$ cat config.mk
export PLATFORM = sky130hd
export DESIGN_NAME = mul_div_unit
export DESIGN_NICKNAME = d
export VERILOG_FILES = /design/src/rtl/mdu_pkg.sv /design/src/rtl/mul_div_unit.sv
export SDC_FILE = /design/constraint.sdc
export NUM_CORES = 1
export LEC_CHECK = 0
export BUFFER_PORTS_ARGS = -buffer_cell sky130_fd_sc_hd__clkbuf_2
export CORE_MARGIN = 2
export CORE_UTILIZATION = 54
export CTS_CLUSTER_SIZE = 10
export DETAILED_ROUTE_END_ITERATION = 12
export PLACE_DENSITY_LB_ADDON = 0.2
export SLEW_MARGIN = 10
export SYNTH_ARGS = -nofsm -noshare
export SYNTH_HDL_FRONTEND = slang
export SYNTH_SLANG_ARGS = --single-unit
export TNS_END_PERCENT = 10
$ cat constraint.sdc
create_clock -name i_clk -period 4.8 [get_ports i_clk]
set_clock_uncertainty 0.15 [all_clocks]
set_input_delay 0.72 -clock i_clk [delete_from_list [all_inputs] [get_ports i_clk]]
set_output_delay 0.72 -clock i_clk [all_outputs]
set_load 0.01 [all_outputs]
$ cat src/rtl/mdu_pkg.sv
// Shared encodings for the multi-cycle multiply/divide unit.
package mdu_pkg;

    localparam logic [1:0] MDU_MULT  = 2'd0;
    localparam logic [1:0] MDU_MULTU = 2'd1;
    localparam logic [1:0] MDU_DIV   = 2'd2;
    localparam logic [1:0] MDU_DIVU  = 2'd3;

    typedef enum logic [1:0] {
        IDLE = 2'd0,
        RUN  = 2'd1,
        FIX  = 2'd2
    } mdu_state_e;

endpackage

$ cat src/rtl/mul_div_unit.sv
// Multi-cycle signed/unsigned multiply (shift-add) and divide (restoring) unit
// holding architectural HI/LO, one bit per cycle over a shared datapath.
module mul_div_unit
    import mdu_pkg::*;
#(
    parameter int WIDTH = 32,
    parameter int CNT_W = $clog2(WIDTH + 1)
) (
    input  logic             i_clk,
    input  logic             i_rst,
    input  logic             i_start,
    input  logic [1:0]       i_op,
    input  logic [WIDTH-1:0] i_op_a,
    input  logic [WIDTH-1:0] i_op_b,
    input  logic             i_flush,
    input  logic             i_hi_we,
    input  logic             i_lo_we,
    input  logic [WIDTH-1:0] i_wdata,
    output logic             o_busy,
    output logic             o_done,
    output logic             o_div_by_zero,
    output logic [WIDTH-1:0] o_hi,
    output logic [WIDTH-1:0] o_lo
);

    mdu_state_e         r_state;
    mdu_state_e         w_state_next;

    logic [2*WIDTH-1:0] r_acc;
    logic [WIDTH-1:0]   r_b;
    logic [CNT_W-1:0]   r_cnt;
    logic               r_is_div;
    logic               r_neg_q;
    logic               r_neg_r;
    logic               r_dbz_op;
    logic               r_done;
    logic               r_dbz;
    logic [WIDTH-1:0]   r_hi;
    logic [WIDTH-1:0]   r_lo;

    logic               w_busy;
    logic               w_load;
    logic               w_step;
    logic               w_finish;
    logic               w_wr_ok;

    logic               w_op_signed;
    logic               w_op_div;
    logic               w_a_neg;
    logic               w_b_neg;
    logic [WIDTH-1:0]   w_a_mag;
    logic [WIDTH-1:0]   w_b_mag;

    logic [WIDTH:0]     w_add_x;
    logic [WIDTH:0]     w_add_y;
    logic [WIDTH:0]     w_sum;
    logic [2*WIDTH-1:0] w_acc_step;

    logic [2*WIDTH-1:0] w_prod;
    logic [WIDTH-1:0]   w_q_mag;
    logic [WIDTH-1:0]   w_r_mag;
    logic [WIDTH-1:0]   w_quo;
    logic [WIDTH-1:0]   w_rem;
    logic [WIDTH-1:0]   w_res_hi;
    logic [WIDTH-1:0]   w_res_lo;

    // FSM: state register
    always_ff @(posedge i_clk) begin
        if (i_rst) begin
            r_state <= IDLE;
        end else begin
            r_state <= w_state_next;
        end
    end

    // FSM: next state
    always_comb begin
        w_state_next = r_state;
        unique case (r_state)
            IDLE: if (i_start && !i_flush) w_state_next = RUN;
            RUN: begin
                if (i_flush) begin
                    w_state_next = IDLE;
                end else if (r_cnt == CNT_W'(1)) begin
                    w_state_next = FIX;
                end
            end
            FIX:     w_state_next = IDLE;
            default: w_state_next = IDLE;
        endcase
    end

    // FSM: control outputs
    always_comb begin
        w_busy   = (r_state != IDLE);
        w_load   = (r_state == IDLE) && i_start && !i_flush;
        w_step   = (r_state == RUN) && !i_flush;
        w_finish = (r_state == FIX) && !i_flush;
        w_wr_ok  = (r_state == IDLE);
    end

    always_comb begin
        w_op_signed = (i_op == MDU_MULT) || (i_op == MDU_DIV);
        w_op_div    = (i_op == MDU_DIV) || (i_op == MDU_DIVU);
        w_a_neg     = w_op_signed && i_op_a[WIDTH-1];
        w_b_neg     = w_op_signed && i_op_b[WIDTH-1];
        w_a_mag     = w_a_neg ? -i_op_a : i_op_a;
        w_b_mag     = w_b_neg ? -i_op_b : i_op_b;
    end

    // Shared WIDTH+1 adder: adds the multiplicand, or trial-subtracts the
    // divisor from the left-shifted remainder (bit WIDTH of the result = borrow).
    always_comb begin
        w_add_x = r_is_div ? {r_acc[2*WIDTH-1:WIDTH], r_acc[WIDTH-1]}
                           : {1'b0, r_acc[2*WIDTH-1:WIDTH]};
        w_add_y = {1'b0, r_b};
        w_sum   = r_is_div ? (w_add_x - w_add_y) : (w_add_x + w_add_y);
        if (r_is_div) begin
            w_acc_step = w_sum[WIDTH] ? {w_add_x[WIDTH-1:0], r_acc[WIDTH-2:0], 1'b0}
                                      : {w_sum[WIDTH-1:0], r_acc[WIDTH-2:0], 1'b1};
        end else begin
            w_acc_step = r_acc[0] ? {w_sum, r_acc[WIDTH-1:1]}
                                  : {1'b0, r_acc[2*WIDTH-1:1]};
        end
    end

    always_comb begin
        w_prod   = r_neg_q ? -r_acc : r_acc;
        w_q_mag  = r_acc[WIDTH-1:0];
        w_r_mag  = r_acc[2*WIDTH-1:WIDTH];
        w_quo    = r_neg_q ? -w_q_mag : w_q_mag;
        w_rem    = r_neg_r ? -w_r_mag : w_r_mag;
        w_res_hi = r_is_div ? w_rem : w_prod[2*WIDTH-1:WIDTH];
        w_res_lo = r_is_div ? (r_dbz_op ? '1 : w_quo) : w_prod[WIDTH-1:0];
    end

    always_ff @(posedge i_clk) begin
        if (i_rst) begin
            r_acc    <= '0;
            r_b      <= '0;
            r_cnt    <= '0;
            r_is_div <= 1'b0;
            r_neg_q  <= 1'b0;
            r_neg_r  <= 1'b0;
            r_dbz_op <= 1'b0;
        end else if (w_load) begin
            r_acc    <= {{WIDTH{1'b0}}, w_a_mag};
            r_b      <= w_b_mag;
            r_cnt    <= CNT_W'(WIDTH);
            r_is_div <= w_op_div;
            r_neg_q  <= w_a_neg ^ w_b_neg;
            r_neg_r  <= w_a_neg;
            r_dbz_op <= w_op_div && (i_op_b == '0);
        end else if (w_step) begin
            r_acc <= w_acc_step;
            r_cnt <= r_cnt - CNT_W'(1);
        end
    end

    always_ff @(posedge i_clk) begin
        if (i_rst) begin
            r_done <= 1'b0;
            r_dbz  <= 1'b0;
            r_hi   <= '0;
            r_lo   <= '0;
        end else begin
            r_done <= w_finish;
            if (w_finish) begin
                r_hi  <= w_res_hi;
                r_lo  <= w_res_lo;
                r_dbz <= r_dbz_op;
            end else if (w_wr_ok) begin
                if (i_hi_we) r_hi <= i_wdata;
                if (i_lo_we) r_lo <= i_wdata;
            end
        end
    end

    assign o_busy        = w_busy;
    assign o_done        = r_done;
    assign o_div_by_zero = r_dbz;
    assign o_hi          = r_hi;
    assign o_lo          = r_lo;

endmodule

==> summary.txt, run 1 <==
Setup path
  • CP startpoint kind: flop
  • WP data required: 4.97 ns
  • R2R cell count: 18
  • Max FO, Critical Path: 10
  • CP Class: flop to flop
  • Worst path arrival time: 4.69 ns
  • CP endpoint kind: flop

Final layout
  • Design Area, Final: 15,600 µm²
  • Fillers: 2,239
  • Multi-input gate area: 9610 µm²
  • Ant. Diodes: 0
  • Share of cells above drive strength 1: 18.3%
  • Seq. cell area: between 3000 and 4000 µm²
  • Final #Nets: slightly below 2k
  • Syn-to-layout area delta: 14.0%

Synthesis
  • Top FF cell, synth: dfxtp_1
  • Most common library cells after synthesis: nor2_1, dfxtp_1, clkbuf_1
  • Post-synthesis sequential area ratio: approximately a quarter
  • Ys async rst share: 0%
  • Synth area leader: dfxtp_1
  • Post-synth EDFFs: 0
  • Syn_nets: 1,884
  • Syn Std Cell Area: 13,700 µm²
  • Library cells used by synthesis: 76
  • Syn Area/Cell: 7.86 µm²
  • Most common cell in the netlist: nor2_1
  • Mapped Cells: 1,739
  • Area contributors post-synth: dfxtp_1, mux2i_1, a211oi_1
  • Register bit total from synthesis: about 170
  • Yosys warns: 0
  • Post-synth top area share: between 20% and 30%

CTS
  • CTS tree: done
  • Clk sinks: 174
  • Root buffer cell: clkbuf_16
  • H-tree levels: 4
  • Cts bufs inserted: 17
  • Clock transition at the registers of the reported paths: 0.08 ns
  • Clock tree buffer depth: 2
  • Hold buffer count at cts: 0
  • Clk Latency, worst-skew pair: 0.45 ns

Place
  • Cell Area, Placed: ~15,000 µm²
  • Placer congestion estimate: about 0.96
  • Place WS: between 0.007 and 0.008 ns
  • PortBufs: 170
  • Post-DP HPWL: 31,900 µm

STA
  • Fin. max-slew vios: 0
  • Hold_ws: approximately 0.33 ns
  • Slew @ Worst Pin: 1.08 ns
  • Period utilisation layout: around 94%
  • RSZ-0062 raised after global routing: no
  • Final Hold Vio Count: 0
  • Final min period: between 4 and 5 ns
  • Setup Viol. Count Final: 0
  • Max Clk Rate: 221 MHz
  • Max transition margin: between 20 and 30%
  • Setup ws final: 0.285 ns
  • Fin Setup TNS: 0 ns

Floorplan
  • IO Count: around 170
  • Die area: 26,600 µm²
  • Die width: between 150 and 200 µm
  • Core footprint: around 25,000 µm²
  • Row cnt: 58
  • Die height: approximately 160 µm
  • Starting Density: 54.6%

Drt
  • Vias: 13.7k
  • Drt first pass iters: 6
  • Drt wl/cell: approximately 19 µm
  • Vias per inst: 6.26
  • # DRC: 0
  • Antenna viol nets, final: 0
  • Final wirelength: 42,400 µm
  • DR iter-0 viols: between 1k and 1.5k

Power
  • Pwr/cell area: between 200 and 300 nW/µm²
  • LEAKAGE: 6.32 nW
  • Worst vdd ir: 0.240 mV
  • Tot Pwr: 0.00435 W

Min path
  • Hold Crit Depth: 2
  • Worst hold-check path type: flop to flop

Global routing
  • First-pass GRT wire length: 65,800 µm
  • Largest net degree at the start of global routing: 113
  • GRT Overall Usage: 31.1%
  • Grt total ovfl: 0
  • Initial antenna violation count: 1
  • Number of global-route vias before repair: 12.0k

Run
  • Max-cap viol count: 0

Outcome
  • Status: complete, no violations
==> registers in the layout, summed over array words and instances, names as in the netlist <==
register,count
r_cnt,6
r_acc,64
r_b,32
o_hi,32
r_neg_r,1
o_div_by_zero,1
r_neg_q,1
r_state,2
r_is_div,1
o_done,1
r_dbz_op,1
o_lo,32
==> final timing paths <==
check / from / end / slack (ns)
min reg2reg: o_div_by_zero / o_div_by_zero / 0.33
max reg2reg: r_b[5] / r_acc[44] / 0.28
max: r_b[5] / r_acc[44] / 0.28
min: o_div_by_zero / o_div_by_zero / 0.33
==> stage by stage <==
stage / utilization [%] / cells
5_1_grt: 62.2 / 2188
4_1_cts: 61.7 / 2183
3_5_place_dp: 59.1 / 2151
2_1_floorplan: - / 1739
3_3_place_gp: 59.1 / 2151
6_report: 62.2 / 2188
==> cells by family (layout without fill, tap and decap cells) <==
family / after synthesis / in the layout / synth area share, %
and+or+nand+nor: 500 / 500 / 17.6
AOI/OAI and AO/OA: 516 / 516 / 25.0
muxes: 148 / 148 / 11.1
adders and majority gates: 41 / 41 / 3.81
xor gates and xnor gates: 183 / 183 / 11.7
buffers and inverters: 177 / 296 / 5.24
DFF: 174 / 174 / 25.5
==> cell usage in the layout, fill, tap and decap left out, types with 8 or more instances in the layout <==
master / synthesis / final
nor2_1: 208 / 204
nand4_1: 9 / 9
clkbuf_2: 1 / 169
o21ai_1: 8 / 8
ha_1: 40 / 36
o41ai_1: 16 / 15
nor4_1: 21 / 19
o31ai_1: 26 / 26
a31oi_1: 16 / 16
nor2b_1: 12 / 12
nand2b_1: 17 / 17
xor2_1: 91 / 91
a21oi_1: 117 / 114
a211oi_1: 111 / 111
o21ai_0: 103 / 102
inv_1: 36 / 36
dfxtp_1: 174 / 173
nand2_1: 106 / 103
nand3_1: 15 / 15
buf_4: 0 / 57
a21o_1: 9 / 9
o211ai_1: 10 / 10
mux2_2: 33 / 33
xnor2_1: 92 / 92
mux2i_1: 115 / 115
nor3_1: 31 / 31
or3_1: 24 / 24
a221oi_1: 33 / 33
or4_1: 12 / 12
clkbuf_16: 0 / 17
==> worst max-delay path, cell delays in order, from the launching register on <==
cell and delay [ns]:
dfxtp_1 0.37, nor4_4 0.32, nor4b_4 0.35, nor3b_2 0.25, buf_4 0.13, buf_4 0.11
a21oi_1 0.07, xnor2_1 0.17, ha_1 0.35, nand2_1 0.14, a211oi_1 0.24, and3_1 0.21
o21ai_1 0.12, a31o_2 0.30, and3_2 0.25, buf_4 0.18, or4_1 0.50, o31ai_1 0.08
o21ai_1 0.09
==> layer usage <==
layer / share of wire, % / up-vias / track usage [%]
met4: 2.3 / 2 / 8.89
met2: 45 / 555 / 47.9
met5: 0.031 / - / 0
met1: 46 / 6475 / 45.6
met3: 6.7 / 67 / 3.78
li1: - / 6592 / -
==> power breakdown <==
group	internal, W	switching, W	total (W)
Clock	0.000725	0.000761	0.00149
Combinational	0.000502	0.000737	0.00124
Sequential	0.00152	0.000104	0.00163
Total	0.00275	0.00160	0.00435
==> what timing repair did <==
item,4_1_cts,5_1_grt
buffers inserted,0,5
resized for setup,1,21
pin swaps,0,5
setup endpoints to repair,1,33
==> cell type report <==
class / instances / area share [%]
clock buffer: 17 / 2.73
timing repair buffer: 227 / 8.31
sequential: 174 / 22.4
inverter: 37 / 0.892
multi-input combinational: 1388 / 61.7
clock inverter: 15 / 1.34
tap: 330 / 2.65
Note: power is estimated with default switching activity, not from simulation.
==> run 2, diff against run 1 <==
--- a/config.mk
+++ b/config.mk
@@ -7,7 +7,7 @@
 export LEC_CHECK = 0
 export BUFFER_PORTS_ARGS = -buffer_cell sky130_fd_sc_hd__clkbuf_2
 export CORE_MARGIN = 2
-export CORE_UTILIZATION = 54
+export CORE_UTILIZATION = 64
 export CTS_CLUSTER_SIZE = 10
 export DETAILED_ROUTE_END_ITERATION = 12
 export PLACE_DENSITY_LB_ADDON = 0.2
==> constraint.sdc (replaced) <==
create_clock -name i_clk -period 5.6 [get_ports i_clk]
set_clock_uncertainty 0.15 [all_clocks]
set_input_delay 0.84 -clock i_clk [delete_from_list [all_inputs] [get_ports i_clk]]
set_output_delay 0.84 -clock i_clk [all_outputs]
set_load 0.01 [all_outputs]
==> summary.txt, run 2 (synthesis gave the netlist of run 1 again) <==
Outcome
  • Status: complete, no violations

STA
  • Fin Setup TNS: 0 ns
  • Setup ws final: between 0.4 and 0.5 ns
  • Period utilisation layout: between 90% and 100%
  • Max Clk Rate: 193 MHz
  • RSZ-0062 raised after global routing: no
  • Setup Viol. Count Final: 0
  • Final Hold Vio Count: 0
  • Final min period: 5.17 ns
  • Fin. max-slew vios: 0
  • Max transition margin: ~20%
  • Slew @ Worst Pin: 1.20 ns

Drt
  • Drt wl/cell: 19.5 µm
  • Final wirelength: 41,000 µm
  • Antenna viol nets, final: 0
  • DR iter-0 viols: roughly 1.5k
  • # DRC: 0
  • Vias per inst: 6.54
  • Drt first pass iters: 5
  • Vias: 13.7k

CTS
  • Hold buffer count at cts: 0
  • Cts bufs inserted: 17
  • Root buffer cell: clkbuf_16
  • H-tree levels: 4
  • CTS tree: done
  • Clock tree buffer depth: 2
  • Clk sinks: roughly 170
  • Clock transition at the registers of the reported paths: 0.08 ns
  • Clk Latency, worst-skew pair: 0.46 ns
  • Post-CTS Setup Bufs: 0
  • Quantity of gates resized following cts: 0

Power
  • Tot Pwr: 0.00368 W
  • Worst vdd ir: 0.166 mV
  • LEAKAGE: around 6.1 nW
  • Pwr/cell area: about 240 nW/µm²

Place
  • Placed cells: between 2k and 2.5k
  • Placer congestion estimate: 0.976
  • Place WS: about 0.19 ns
  • PortBufs: 170
  • Post-DP HPWL: 30,300 µm

Final layout
  • Syn-to-layout area delta: 10.8%
  • Layout Cells excl Fill: 2,098
  • Share of cells above drive strength 1: 15.9%
  • Commonest non-fill, non-tap cell in the layout: nor2_1
  • Seq. cell area: 3490 µm²
  • Fillers: 1,677
  • Number of flip-flops under the largest register name: 64
  • Most flops, register: r_acc
  • Final #Nets: 1,955
  • Ant. Diodes: 0
  • Most frequent cells in the layout: nor2_1, dfxtp_1, clkbuf_2, a21oi_1, mux2i_1
  • Multi-input gate area: 9520 µm²

Setup path
  • Max FO, Critical Path: 15
  • CP max-delay cell: ha_1
  • CP cell instances: nor4_2 > nor4b_1 > buf_4 > nor3b_1 > nand2_1 > or2_2 > nor2_1 > nor2_1 > xnor2_1 > ha_1 > nand2_1 > o21ai_1 > o211ai_1 > a31o_2 > a21oi_1 > buf_4 > or2_2 > o211ai_1 > a32o_1
  • CP startpoint kind: flop
  • WP data required: 5.79 ns
  • CP Class: flop to flop
  • R2R cell count: 19
  • Slowest stage delay, CP: 0.43 ns
  • Worst path arrival time: 5.35 ns
  • CP endpoint kind: flop

Global routing
  • Initial antenna violation count: 1
  • GRT Overall Usage: between 30% and 40%
  • Largest net degree at the start of global routing: about 110
  • First-pass GRT wire length: between 60,000 and 70,000 µm
  • Grt total ovfl: 0
  • Number of global-route vias before repair: around 12k

Floorplan
  • IO Count: 171
  • Die area: 22,500 µm²
  • Die width: about 150 µm
  • Die height: 150 µm
  • Row cnt: 53
  • Core footprint: 21,000 µm²
  • Starting Density: 65.0%

Run
  • Max-cap viol count: 0

Min path
  • Worst hold-check path type: flop to flop
  • Hold Crit Depth: 2
==> run 2: cell count changes in the layout (fill, tap and decap cells not counted), sizes merged <==
cell | previous run | this run
buf | 58 | 23
clkinv | 10 | 8
inv | 42 | 44
==> run 2: cell type report <==
class	count	share of cell area, %
Clock buffer	17	2.81
Timing Repair Buffer	192	6.72
Sequential cell	174	23.0
Tap cell	275	2.27
Clock inverter	15	1.44
Multi-Input combinational cell	1388	62.8
Inverter	37	0.917
==> run 2: per-layer routing <==
layer / GRT usage, % / up-vias / share of wire (%)
met2: 55.4 / 664 / 45
li1: - / 6536 / -
met4: 12.6 / 2 / 3.4
met1: 50.1 / 6398 / 44
met5: 0 / - / 0.044
met3: 5.85 / 114 / 8.2
==> run 2: stage by stage <==
step	hold slack, ns	util [%]	cell area, µm²
floorplan	0.296	-	13700
detailed placement	0.313	68.9	14500
finish	0.325	72.1	15100
CTS	0.322	72.0	15100
global route	0.357	72.1	15100
global placement	0.302	68.9	14500
==> run 2: critical path, delay by kind of cell (launching register included) <==
family	cells	cell delay [ns]
xor+xnor	1	0.15
buf+inv	2	0.42
flops	1	0.37
compound gates	6	1.43
simple gates	9	2.11
fa+ha+maj	1	0.43
==> run 2: where the power goes <==
| group | switching [W] | internal (W) |
|---|---|---|
| clock | 0.000648 | 0.000627 |
| sequential | 0.0000919 | 0.00131 |
| combinational | 0.000614 | 0.000396 |
==> run 2: worst paths after layout <==
path	start	endpoint	slack, ns
max	r_b[2]	r_acc[35]	0.43
min	o_div_by_zero	o_div_by_zero	0.33
max reg2reg	r_b[2]	r_acc[35]	0.43
min reg2reg	o_div_by_zero	o_div_by_zero	0.33
==> run 3, diff against run 2 <==
--- a/config.mk
+++ b/config.mk
@@ -6,7 +6,6 @@
 export NUM_CORES = 1
 export LEC_CHECK = 0
 export BUFFER_PORTS_ARGS = -buffer_cell sky130_fd_sc_hd__clkbuf_2
-export CORE_MARGIN = 2
 export CORE_UTILIZATION = 64
 export CTS_CLUSTER_SIZE = 10
 export DETAILED_ROUTE_END_ITERATION = 12
==> constraint.sdc (replaced) <==
create_clock -name i_clk -period 5.6 [get_ports i_clk]
set_clock_uncertainty 0.15 [all_clocks]
set_input_delay 0.84 -clock i_clk [delete_from_list [all_inputs] [get_ports i_clk]]
set_output_delay 0.84 -clock i_clk [all_outputs]
set_load 0.02 [all_outputs]
==> summary.txt, run 3 (synthesis gave the netlist of run 1 again) <==
STA
  • Period utilisation layout: between 90% and 100%
  • Fin Setup TNS: 0 ns
  • Final min period: 5.22 ns
  • Hold_ws: about 0.33 ns
  • Max Clk Rate: 192 MHz
  • Max transition margin: 23.5%
  • Slew @ Worst Pin: 1.15 ns
  • Fin. max-slew vios: 0
  • Final Hold Vio Count: 0
  • RSZ-0062 raised after global routing: no
  • Setup Viol. Count Final: 0

CTS
  • Clk sinks: 174
  • CTS tree: done
  • Clock transition at the registers of the reported paths: 0.07 ns
  • H-tree levels: 4
  • Cts bufs inserted: 17
  • Clock tree buffer depth: 2
  • Root buffer cell: clkbuf_16
  • Clk Latency, worst-skew pair: 0.44 ns
  • Post-CTS Setup Bufs: 0

Place
  • Placer congestion estimate: about 0.96
  • Cell Area, Placed: 14,500 µm²
  • PortBufs: 170
  • Post-DP HPWL: 30,500 µm

Floorplan
  • Row cnt: 53
  • Die area: 21,900 µm²
  • Starting Density: 65.2%
  • Core footprint: 21,000 µm²
  • Die height: between 100 and 150 µm
  • Die width: 148 µm
  • IO Count: 171

Drt
  • # DRC: 0
  • Vias per inst: 6.54
  • Drt wl/cell: 19.8 µm
  • Vias: 13.7k
  • DR iter-0 viols: 1,448
  • Antenna viol nets, final: 0
  • Drt first pass iters: 7
  • Final wirelength: roughly 42,000 µm

Global routing
  • Largest net degree at the start of global routing: 113
  • Number of global-route vias before repair: between 10k and 15k
  • Initial antenna violation count: 1
  • First-pass GRT wire length: between 60,000 and 70,000 µm
  • Grt total ovfl: 0
  • GRT Overall Usage: 38.1%

Setup path
  • Critical path launch point: r_b[2]
  • CP startpoint kind: flop
  • Worst path arrival time: approximately 5.4 ns
  • CP endpoint kind: flop
  • WP data required: 5.75 ns
  • Worst reg2reg path startpoint: r_b[2]
  • Max FO, Critical Path: 15
  • CP Class: flop to flop

Min path
  • Worst hold-check path type: flop to flop
  • Hold path start: o_div_by_zero

Final layout
  • Commonest non-fill, non-tap cell in the layout: nor2_1
  • Share of cells above drive strength 1: 16.0%
  • Final #Nets: 1,958
  • Syn-to-layout area delta: 10.9%
  • Most frequent cells in the layout: nor2_1, dfxtp_1, clkbuf_2, a21oi_1, mux2i_1
  • Number of flip-flops under the largest register name: 64
  • Design Area, Final: 15,200 µm²
  • Most flops, register: r_acc
  • Post-layout util: 72.3%

Outcome
  • Status: complete, no violations

Power
  • Worst vdd ir: 0.194 mV
  • Tot Pwr: 0.00373 W
  • LEAKAGE: ~6.1 nW
  • Pwr/cell area: 246 nW/µm²

Run
  • Max-cap viol count: 0
==> run 3: timing repair <==
action                     in CTS  in global routing
hold endpoints to repair        0                  0
setup endpoints to repair       0                 32
hold buffers                    0                  0
gates resized for setup         0                  4
==> run 3: critical path: stages (launching register included) <==
cell	delay [ns]
dfxtp_1	0.38
nor4_2	0.41
nor4b_1	0.29
buf_4	0.18
nor3b_1	0.30
nand2_1	0.12
or2_2	0.30
nor2_1	0.22
nor2_1	0.08
xnor2_1	0.16
ha_1	0.43
nand2_1	0.13
o21ai_1	0.32
o211ai_1	0.16
a31o_2	0.27
and3_1	0.25
or2_2	0.47
a211oi_1	0.35
o31ai_1	0.11
==> run 3: where the power goes <==
group	internal (W)	switching, W	leakage, nW
Clock	0.000691	0.000601	0.311
Combinational	0.000398	0.000643	4.41
Sequential	0.00131	0.0000939	1.43
Total	0.00240	0.00134	6.15
==> run 3: area by class of cell <==
cell class | instances | area [µm²]
Antenna cell | 1 | 2.50
Clock buffer | 17 | 425
Clock inverter | 15 | 209
Fill cell | 1706 | 5800
Inverter | 37 | 139
Multi-Input combinational cell | 1388 | 9510
Sequential cell | 174 | 3490
Tap cell | 275 | 344
Timing Repair Buffer | 195 | 1040
==> run 3: worst paths after layout <==
kind                                      end  slack, ns  depth (start not counted)
worst min-delay path            o_div_by_zero       0.33                          2
worst max-delay path                r_acc[48]       0.38                         18
worst max register to register      r_acc[48]       0.38                         18
worst min register to register  o_div_by_zero       0.33                          2
==> run 3: routing by layer <==
metal | global-route usage [%] | share of wire (%)
met1 | 52.7 | 44
met2 | 60.3 | 45
met3 | 5.06 | 7.9
met4 | 14.3 | 3.7
met5 | 0 | 0
==> run 3: metrics by stage <==
| step | cells | worst slack, ns |
|---|---|---|
| floorplan | 1739 | 0.547 |
| global route | 2102 | 0.0387 |
| global placement | 2069 | 0.387 |
| finish | 2102 | 0.383 |
| detailed placement | 2069 | 0.235 |
| CTS | 2101 | 0.143 |
